--- src/rtl/int_issue_queue_if.sv ---
// Dispatch, CDB snoop and issue handshake bundle for the integer issue queue.
// The master side is the dispatcher, CDB and execution unit. The slave side is the queue.
interface int_issue_queue_if #(
    parameter int DEPTH     = 4,
    parameter int TAG_W     = 6,
    parameter int DATA_W    = 32,
    parameter int PAYLOAD_W = 32
);
    localparam int CNT_W = $clog2(DEPTH) + 1;

    logic                 flush;
    logic                 disp_en;
    logic [PAYLOAD_W-1:0] disp_payload;
    logic [TAG_W-1:0]     disp_rd_tag;
    logic                 disp_rs1_rdy;
    logic [TAG_W-1:0]     disp_rs1_tag;
    logic [DATA_W-1:0]    disp_rs1_data;
    logic                 disp_rs2_rdy;
    logic [TAG_W-1:0]     disp_rs2_tag;
    logic [DATA_W-1:0]    disp_rs2_data;
    logic                 queue_full;
    logic [CNT_W-1:0]     count;
    logic                 cdb_valid;
    logic [TAG_W-1:0]     cdb_tag;
    logic [DATA_W-1:0]    cdb_data;
    logic                 issue_valid;
    logic                 issue_ready;
    logic [PAYLOAD_W-1:0] issue_payload;
    logic [TAG_W-1:0]     issue_rd_tag;
    logic [DATA_W-1:0]    issue_rs1_data;
    logic [DATA_W-1:0]    issue_rs2_data;

    modport master (
        output flush, disp_en, disp_payload, disp_rd_tag,
               disp_rs1_rdy, disp_rs1_tag, disp_rs1_data,
               disp_rs2_rdy, disp_rs2_tag, disp_rs2_data,
               cdb_valid, cdb_tag, cdb_data, issue_ready,
        input  queue_full, count, issue_valid, issue_payload, issue_rd_tag,
               issue_rs1_data, issue_rs2_data
    );

    modport slave (
        input  flush, disp_en, disp_payload, disp_rd_tag,
               disp_rs1_rdy, disp_rs1_tag, disp_rs1_data,
               disp_rs2_rdy, disp_rs2_tag, disp_rs2_data,
               cdb_valid, cdb_tag, cdb_data, issue_ready,
        output queue_full, count, issue_valid, issue_payload, issue_rd_tag,
               issue_rs1_data, issue_rs2_data
    );
endinterface

--- src/rtl/int_issue_queue.sv ---
// Collapsing integer issue queue: slot 0 holds the oldest entry and operands wake from CDB snoop.
// Each cycle the oldest fully-ready entry is offered to the execution unit over valid/ready.
module int_issue_queue #(
    parameter int DEPTH     = 4,
    parameter int TAG_W     = 6,
    parameter int DATA_W    = 32,
    parameter int PAYLOAD_W = 32
) (
    input  logic              clk,
    input  logic              rst,
    int_issue_queue_if.slave  bus
);
    localparam int CNT_W = $clog2(DEPTH) + 1;
    localparam int IDX_W = $clog2(DEPTH);

    typedef struct packed {
        logic                 valid;
        logic [PAYLOAD_W-1:0] payload;
        logic [TAG_W-1:0]     rd_tag;
        logic                 rs1_rdy;
        logic [TAG_W-1:0]     rs1_tag;
        logic [DATA_W-1:0]    rs1_data;
        logic                 rs2_rdy;
        logic [TAG_W-1:0]     rs2_tag;
        logic [DATA_W-1:0]    rs2_data;
    } entry_t;

    entry_t           entries_q [DEPTH];
    entry_t           entries_d [DEPTH];
    entry_t           woken     [DEPTH];
    entry_t           new_entry;
    logic [CNT_W-1:0] count_q, count_d;
    logic [CNT_W-1:0] wr_idx;
    logic [IDX_W-1:0] sel_idx;
    logic             sel_found;
    logic             queue_full;
    logic             issue_valid;
    logic             fire;
    logic             disp_ok;
    logic             disp_hit1, disp_hit2;

    // Only registered state feeds the select, so a CDB wakeup can issue no earlier than the next cycle.
    always_comb begin
        sel_found = 1'b0;
        sel_idx   = '0;
        for (int i = DEPTH - 1; i >= 0; i--) begin
            if (entries_q[i].valid && entries_q[i].rs1_rdy && entries_q[i].rs2_rdy) begin
                sel_found = 1'b1;
                sel_idx   = IDX_W'(i);
            end
        end
    end

    assign queue_full  = (count_q == CNT_W'(DEPTH));
    assign issue_valid = sel_found & ~bus.flush;
    assign fire        = issue_valid & bus.issue_ready;
    assign disp_ok     = bus.disp_en & ~queue_full & ~bus.flush;
    assign disp_hit1   = bus.cdb_valid && !bus.disp_rs1_rdy && (bus.cdb_tag == bus.disp_rs1_tag);
    assign disp_hit2   = bus.cdb_valid && !bus.disp_rs2_rdy && (bus.cdb_tag == bus.disp_rs2_tag);
    assign wr_idx      = count_q - CNT_W'(fire);

    always_comb begin
        new_entry          = '0;
        new_entry.valid    = 1'b1;
        new_entry.payload  = bus.disp_payload;
        new_entry.rd_tag   = bus.disp_rd_tag;
        new_entry.rs1_rdy  = bus.disp_rs1_rdy | disp_hit1;
        new_entry.rs1_tag  = bus.disp_rs1_tag;
        new_entry.rs1_data = disp_hit1 ? bus.cdb_data : bus.disp_rs1_data;
        new_entry.rs2_rdy  = bus.disp_rs2_rdy | disp_hit2;
        new_entry.rs2_tag  = bus.disp_rs2_tag;
        new_entry.rs2_data = disp_hit2 ? bus.cdb_data : bus.disp_rs2_data;

        for (int i = 0; i < DEPTH; i++) begin
            woken[i] = entries_q[i];
            if (entries_q[i].valid && bus.cdb_valid) begin
                if (!entries_q[i].rs1_rdy && entries_q[i].rs1_tag == bus.cdb_tag) begin
                    woken[i].rs1_rdy  = 1'b1;
                    woken[i].rs1_data = bus.cdb_data;
                end
                if (!entries_q[i].rs2_rdy && entries_q[i].rs2_tag == bus.cdb_tag) begin
                    woken[i].rs2_rdy  = 1'b1;
                    woken[i].rs2_data = bus.cdb_data;
                end
            end
        end

        // Collapse: everything above the issued slot slides down one, keeping age order.
        for (int i = 0; i < DEPTH - 1; i++) begin
            entries_d[i] = (fire && IDX_W'(i) >= sel_idx) ? woken[i+1] : woken[i];
        end
        entries_d[DEPTH-1] = woken[DEPTH-1];
        if (fire) entries_d[DEPTH-1].valid = 1'b0;

        if (disp_ok) begin
            for (int i = 0; i < DEPTH; i++) begin
                if (CNT_W'(i) == wr_idx) entries_d[i] = new_entry;
            end
        end

        count_d = count_q + CNT_W'(disp_ok) - CNT_W'(fire);

        if (bus.flush) begin
            for (int i = 0; i < DEPTH; i++) entries_d[i].valid = 1'b0;
            count_d = '0;
        end
    end

    always_ff @(posedge clk) begin
        if (rst) begin
            count_q <= '0;
            // NOTE: only valid bits are reset; payload/operand fields are never used while valid is low.
            for (int i = 0; i < DEPTH; i++) entries_q[i].valid <= 1'b0;
        end else begin
            count_q   <= count_d;
            entries_q <= entries_d;
        end
    end

    always_comb begin
        bus.issue_valid    = issue_valid;
        bus.issue_payload  = '0;
        bus.issue_rd_tag   = '0;
        bus.issue_rs1_data = '0;
        bus.issue_rs2_data = '0;
        if (issue_valid) begin
            bus.issue_payload  = entries_q[sel_idx].payload;
            bus.issue_rd_tag   = entries_q[sel_idx].rd_tag;
            bus.issue_rs1_data = entries_q[sel_idx].rs1_data;
            bus.issue_rs2_data = entries_q[sel_idx].rs2_data;
        end
    end

    assign bus.queue_full = queue_full;
    assign bus.count      = count_q;
endmodule

--- src/flat_wrapper.sv ---
// flat-port wrapper written by rule: the top's interface ports become plain ports
module int_issue_queue_flat 
#(
    parameter int DEPTH     = 4,
    parameter int TAG_W     = 6,
    parameter int DATA_W    = 32,
    parameter int PAYLOAD_W = 32
)
  (clk, rst, bus_flush, bus_disp_en, bus_disp_payload, bus_disp_rd_tag, bus_disp_rs1_rdy, bus_disp_rs1_tag, bus_disp_rs1_data, bus_disp_rs2_rdy, bus_disp_rs2_tag, bus_disp_rs2_data, bus_cdb_valid, bus_cdb_tag, bus_cdb_data, bus_issue_ready, bus_queue_full, bus_count, bus_issue_valid, bus_issue_payload, bus_issue_rd_tag, bus_issue_rs1_data, bus_issue_rs2_data);
  int_issue_queue_if #(.DEPTH(DEPTH), .TAG_W(TAG_W), .DATA_W(DATA_W), .PAYLOAD_W(PAYLOAD_W)) bus_i ();
  input  logic clk;
  input  logic rst;
  input wire logic [$bits(bus_i.flush)-1:0] bus_flush;
  input wire logic [$bits(bus_i.disp_en)-1:0] bus_disp_en;
  input wire logic [$bits(bus_i.disp_payload)-1:0] bus_disp_payload;
  input wire logic [$bits(bus_i.disp_rd_tag)-1:0] bus_disp_rd_tag;
  input wire logic [$bits(bus_i.disp_rs1_rdy)-1:0] bus_disp_rs1_rdy;
  input wire logic [$bits(bus_i.disp_rs1_tag)-1:0] bus_disp_rs1_tag;
  input wire logic [$bits(bus_i.disp_rs1_data)-1:0] bus_disp_rs1_data;
  input wire logic [$bits(bus_i.disp_rs2_rdy)-1:0] bus_disp_rs2_rdy;
  input wire logic [$bits(bus_i.disp_rs2_tag)-1:0] bus_disp_rs2_tag;
  input wire logic [$bits(bus_i.disp_rs2_data)-1:0] bus_disp_rs2_data;
  input wire logic [$bits(bus_i.cdb_valid)-1:0] bus_cdb_valid;
  input wire logic [$bits(bus_i.cdb_tag)-1:0] bus_cdb_tag;
  input wire logic [$bits(bus_i.cdb_data)-1:0] bus_cdb_data;
  input wire logic [$bits(bus_i.issue_ready)-1:0] bus_issue_ready;
  output wire logic [$bits(bus_i.queue_full)-1:0] bus_queue_full;
  output wire logic [$bits(bus_i.count)-1:0] bus_count;
  output wire logic [$bits(bus_i.issue_valid)-1:0] bus_issue_valid;
  output wire logic [$bits(bus_i.issue_payload)-1:0] bus_issue_payload;
  output wire logic [$bits(bus_i.issue_rd_tag)-1:0] bus_issue_rd_tag;
  output wire logic [$bits(bus_i.issue_rs1_data)-1:0] bus_issue_rs1_data;
  output wire logic [$bits(bus_i.issue_rs2_data)-1:0] bus_issue_rs2_data;
  assign bus_i.flush = bus_flush;
  assign bus_i.disp_en = bus_disp_en;
  assign bus_i.disp_payload = bus_disp_payload;
  assign bus_i.disp_rd_tag = bus_disp_rd_tag;
  assign bus_i.disp_rs1_rdy = bus_disp_rs1_rdy;
  assign bus_i.disp_rs1_tag = bus_disp_rs1_tag;
  assign bus_i.disp_rs1_data = bus_disp_rs1_data;
  assign bus_i.disp_rs2_rdy = bus_disp_rs2_rdy;
  assign bus_i.disp_rs2_tag = bus_disp_rs2_tag;
  assign bus_i.disp_rs2_data = bus_disp_rs2_data;
  assign bus_i.cdb_valid = bus_cdb_valid;
  assign bus_i.cdb_tag = bus_cdb_tag;
  assign bus_i.cdb_data = bus_cdb_data;
  assign bus_i.issue_ready = bus_issue_ready;
  assign bus_queue_full = bus_i.queue_full;
  assign bus_count = bus_i.count;
  assign bus_issue_valid = bus_i.issue_valid;
  assign bus_issue_payload = bus_i.issue_payload;
  assign bus_issue_rd_tag = bus_i.issue_rd_tag;
  assign bus_issue_rs1_data = bus_i.issue_rs1_data;
  assign bus_issue_rs2_data = bus_i.issue_rs2_data;
  int_issue_queue #(.DEPTH(DEPTH), .TAG_W(TAG_W), .DATA_W(DATA_W), .PAYLOAD_W(PAYLOAD_W)) u_core (.clk(clk), .rst(rst), .bus(bus_i));
endmodule
--- config.mk ---
export PLATFORM = sky130hd
export DESIGN_NAME = int_issue_queue_flat
export DESIGN_NICKNAME = d
export VERILOG_FILES = /design/src/rtl/int_issue_queue_if.sv /design/src/rtl/int_issue_queue.sv /design/src/flat_wrapper.sv
export SDC_FILE = /design/constraint.sdc
export NUM_CORES = 2
export LEC_CHECK = 0
export BUFFER_PORTS_ARGS = -buffer_cell sky130_fd_sc_hd__clkbuf_2
export CORE_ASPECT_RATIO = 1.1
export CORE_MARGIN = 5
export CORE_UTILIZATION = 45
export CTS_BUF_LIST = sky130_fd_sc_hd__clkbuf_8
export CTS_CLUSTER_DIAMETER = 60
export DETAILED_ROUTE_END_ITERATION = 7
export GPL_TIMING_DRIVEN = 0
export SYNTH_ARGS = -nofsm -noshare
export SYNTH_HDL_FRONTEND = slang
export SYNTH_SLANG_ARGS = --single-unit
--- constraint.sdc ---
create_clock -name clk -period 30.1 [get_ports clk]
set_input_delay 4.515 -clock clk [delete_from_list [all_inputs] [get_ports clk]]
set_output_delay 4.515 -clock clk [all_outputs]
set_load 0.005 [all_outputs]
After elaboration in Yosys (flattened, before gate mapping)
Index checks and enable logic that the tools add are counted.

$add $sub $neg: 3. Reductions and logical operators: 40. Mux-type cells: 54. Bitwise logic cells: 10. Equal/unequal tests: 14. Order comparisons: 4.

Operators with widths (count): 117-bit 2-to-1 mux (7); 32-bit 2-to-1 mux (17); 468-bit 2-to-1 mux (1); 117-bit binary-select mux with 2-bit select (1); 116-bit 2-to-1 mux (2); 33-bit 2-to-1 mux (4); 6-bit equality test (10); 1-bit logical AND (27); 1-bit 2-to-1 mux (17); 1-bit zero test (10); 2-bit 2-to-1 mux (4); 2-bit by 3-bit equality test with 1-bit output (first input constant) (2); 6-bit 2-to-1 mux (1); 3-bit by 1-bit subtractor with 3-bit output (2); 1-bit bitwise AND (4); 1-bit by 2-bit greater-or-equal comparator with 1-bit output (first input constant) (2); 3-bit by 1-bit adder with 3-bit output (1); 1-bit by 3-bit equality test with 1-bit output (first input constant) (1); 3-bit equality test (second input constant) (1); 3-bit greater-or-equal comparator (second input constant) (1); 3-bit zero test (1); 1-bit inverter (3); 2-bit inverter with 3-bit output (1); 3-bit AND reduction (1); 3 further kinds (4).

Word-level logic and storage cells: 162. Output and inout port bits: 107. Bits of input ports: 160. Register bits after elaboration: 471.

Longest topological paths before layout
Depth after elaboration: 12. Depth in mapped cells: 13. Depth with buffers taken out: 11.

Least setup slack after synthesis
Ideal clock, no wire load.

Path type: input to register. From: in rst. To: reg u_core.entries_q[0] in the netlist's numbering (enable). Setup slack: 16.860 ns. Stages on the path: 1. Buffers on the path: 0. Setup time: 0.760 ns. Arrival: 12.480 ns. Path through: inv_1.

RTL lines: from (decl) (RTL line flat_wrapper.sv:12) `input logic rst;`; to (signal assigned) (RTL line int_issue_queue.sv:116) `entries_q <= entries_d;`; to (decl) (RTL line int_issue_queue.sv:28) `entry_t entries_q [DEPTH];`.

No word-level cell between the ends.

Final worst setup path
From: in bus_flush. To: out bus_issue_rs1_data[5].

Longest elaborated chain between the ends: 3.

RTL lines: from (decl) (RTL line flat_wrapper.sv:13) `input wire logic [$bits(bus_i.flush)-1:0] bus_flush;`; 1-bit inverter (RTL line int_issue_queue.sv:55) `assign issue_valid = sel_found & ~bus.flush;`; 1-bit bitwise AND (RTL line int_issue_queue.sv:55); 32-bit 2-to-1 mux (RTL line int_issue_queue.sv:126) `if (issue_valid) begin`; to (decl) (RTL line flat_wrapper.sv:32) `output wire logic [$bits(bus_i.issue_rs1_data)-1:0] bus_issue_rs1_data;`.

Every way passes these cells.

==> metrics.yaml <==
outcome: "finished, violations left"
violations: "max-capacitance violations"
p_per_area_nw_per_um2: 46.6
syn_to_final_growth_pct: 13.5
fin_nets: 3308
whs_ns: 0.529
gp_congestion: 0.928
wirelength_um: 116000
synthArstFlopShare: 0
clockBufferDepth: 3
dr_total_vias: 26758
synthesis.area_um2: 28900
synth_seq_cells: 471
drt_iter0_drc: 3389
port_buffers: 229
drv_slew: 0
fin_crit_sh: 0.382
fp-row-count: 97
cts_resized: 0
ant_nets: 0
hold_violations: 0
gr-total-overflow: 0
vias_per_cell: 6.60
clkSinkCount: 471
synthCells: 2821
layout.cell_area.non_filler_um2: 32800
drc: 0
dr.pass1.iters: 6
grt_antenna_before_repair: 3
postCtsSetupBuffers: 0
yosys_warnings: 0
final_cell_mix: "edfxtp_1 (464), nand2_1 (299), mux2i_1 (284)"
rsz0062_at_grt: "false"
power_leakage_nw: 12.1
finClkSkew_ns: 0.0409
final_core_util: 0.515
root_buffer: "clkbuf_8"
drv_cap: 1
post-place-ws_ns: 18.77
dp_hpwl_um: 77200
crit_path_start_kind: "input port"
final_cells: 4057
place_area_um2: 31300
cts-hold-fix-buffers: 0
start_util: 0.454
synth_edf_count: 464
track_usage: 0.315
syn-num-nets: 2985
wire_per_inst_um: 28.5
io_pins: 267
dp.cells: 3897
syn_area_per_cell_um2: 10.3
synthFlopType: "edfxtp_1"
drive_above_1_share: 0.148
peakVddDrop_mv: 0.0279
fmax_ghz: 0.0870
dieHeight_um: 276
period_needed_ns: 11.50
required_ns: 25.59
cts_made_buffers: 86
dieArea_um2: 69500
die-width_um: 252
clock_latency_ns: 0.70
ys_seq_area_frac: 0.487
core_region_area_um2: 63700
grt_pass1_vias: 26615
grt_pass1_wl_um: 167000
grt_max_degree: 109
power.total_mw: 1.53
cts_max_level: 3
ys_types: 60
final_common_cell: "edfxtp_1"
worst_pin_slew_ns: 1.48
fin_ws_ns: 18.60
end_kind: "output pin"
setup_violations: 0
cp_max_fo: 10
cts_tree: "yes"
slew_headroom: 0.00321
setup_tns_ns: 0
arrival_ns: 6.98
hold_path_class: "register to register"
crit_type: "input port to output pin"
path_clk_slew_ns: 0.06
sequential cells by signal (all words and copies together), names as in the netlist:
register          flops
u_core.bus.count      3
u_core.entries_q    468
worst max-delay path: stages:
cell and delay, ns:
clkbuf_2 0.16, a31o_2 0.27, clkbuf_1 0.82, clkbuf_1 0.77, a211oi_1 0.24, clkbuf_2 0.19
Yosys cell counts, types with 8 or more instances:
master	number	area (um^2)
edfxtp_1	464	13900
o32a_1	64	641
a31oi_1	135	845
nand2_1	299	1120
nand3_1	13	65.1
nor2b_1	103	644
o21ai_1	51	255
nand2b_1	8	50.1
o221ai_1	33	289
and2_1	33	206
a21oi_1	11	55.1
o22ai_1	64	400
clkbuf_1	182	683
a211oi_1	205	1540
mux2i_1	284	2840
o211ai_1	97	728
xor2_1	19	166
o22a_1	64	561
xnor2_1	41	359
buf_2	80	400
a22oi_1	32	240
or3_1	37	231
buf_4	22	165
inv_1	10	37.5
nor2_1	254	953
o21ai_0	131	656
nor4_1	10	62.6
per-layer routing:
metal	up-vias	GRT usage	wire length (um)
met2	1829	0.525	55200
met1	13030	0.399	43100
met3	352	0.0656	12200
li1	11543	-	-
met5	-	0	78
met4	4	0.142	5040
path summary, 6_finish.rpt:
path	start	end	slack, ns	cells after the start
worst max-delay path	bus_flush	bus_issue_rs1_data[5]	18.60	6
worst min-delay path	u_core.entries_q[116]$_SDFF_PP0_	u_core.entries_q[116]$_SDFF_PP0_	0.53	2
worst max register to register	u_core.entries_q[272]$_DFFE_PN_	u_core.entries_q[265]$_DFFE_PN_	25.92	11
worst min register to register	u_core.entries_q[116]$_SDFF_PP0_	u_core.entries_q[116]$_SDFF_PP0_	0.53	2
kinds of logic after synthesis:
family                     after synthesis  synth area share
xor gates and xnor gates                61            0.0187
and+or+nand+nor                        789             0.124
muxes                                  291             0.101
buffers and inverters                  304            0.0476
AOI/OAI and AO/OA                      901             0.220
adders and majority gates                4           0.00199
DFF                                    471             0.487
area by class of cell:
| class | instances | area [um^2] |
|---|---|---|
| Multi-Input combinational cell | 2046 | 13500 |
| Inverter | 10 | 45.0 |
| Timing Repair Buffer | 235 | 1310 |
| Clock inverter | 70 | 308 |
| Tap cell | 841 | 1050 |
| Buffer | 294 | 1340 |
| Clock buffer | 87 | 1200 |
| Sequential cell | 471 | 14100 |
| Fill cell | 5916 | 30900 |
| Antenna cell | 3 | 7.51 |
report_power, final:
group	leakage [nW]	switching, mW	internal, mW
Combinational	6.66	0.0940	0.0691
Clock	0.904	0.298	0.270
Sequential	4.55	0.0289	0.772
Power figures use the tool's default switching activity.
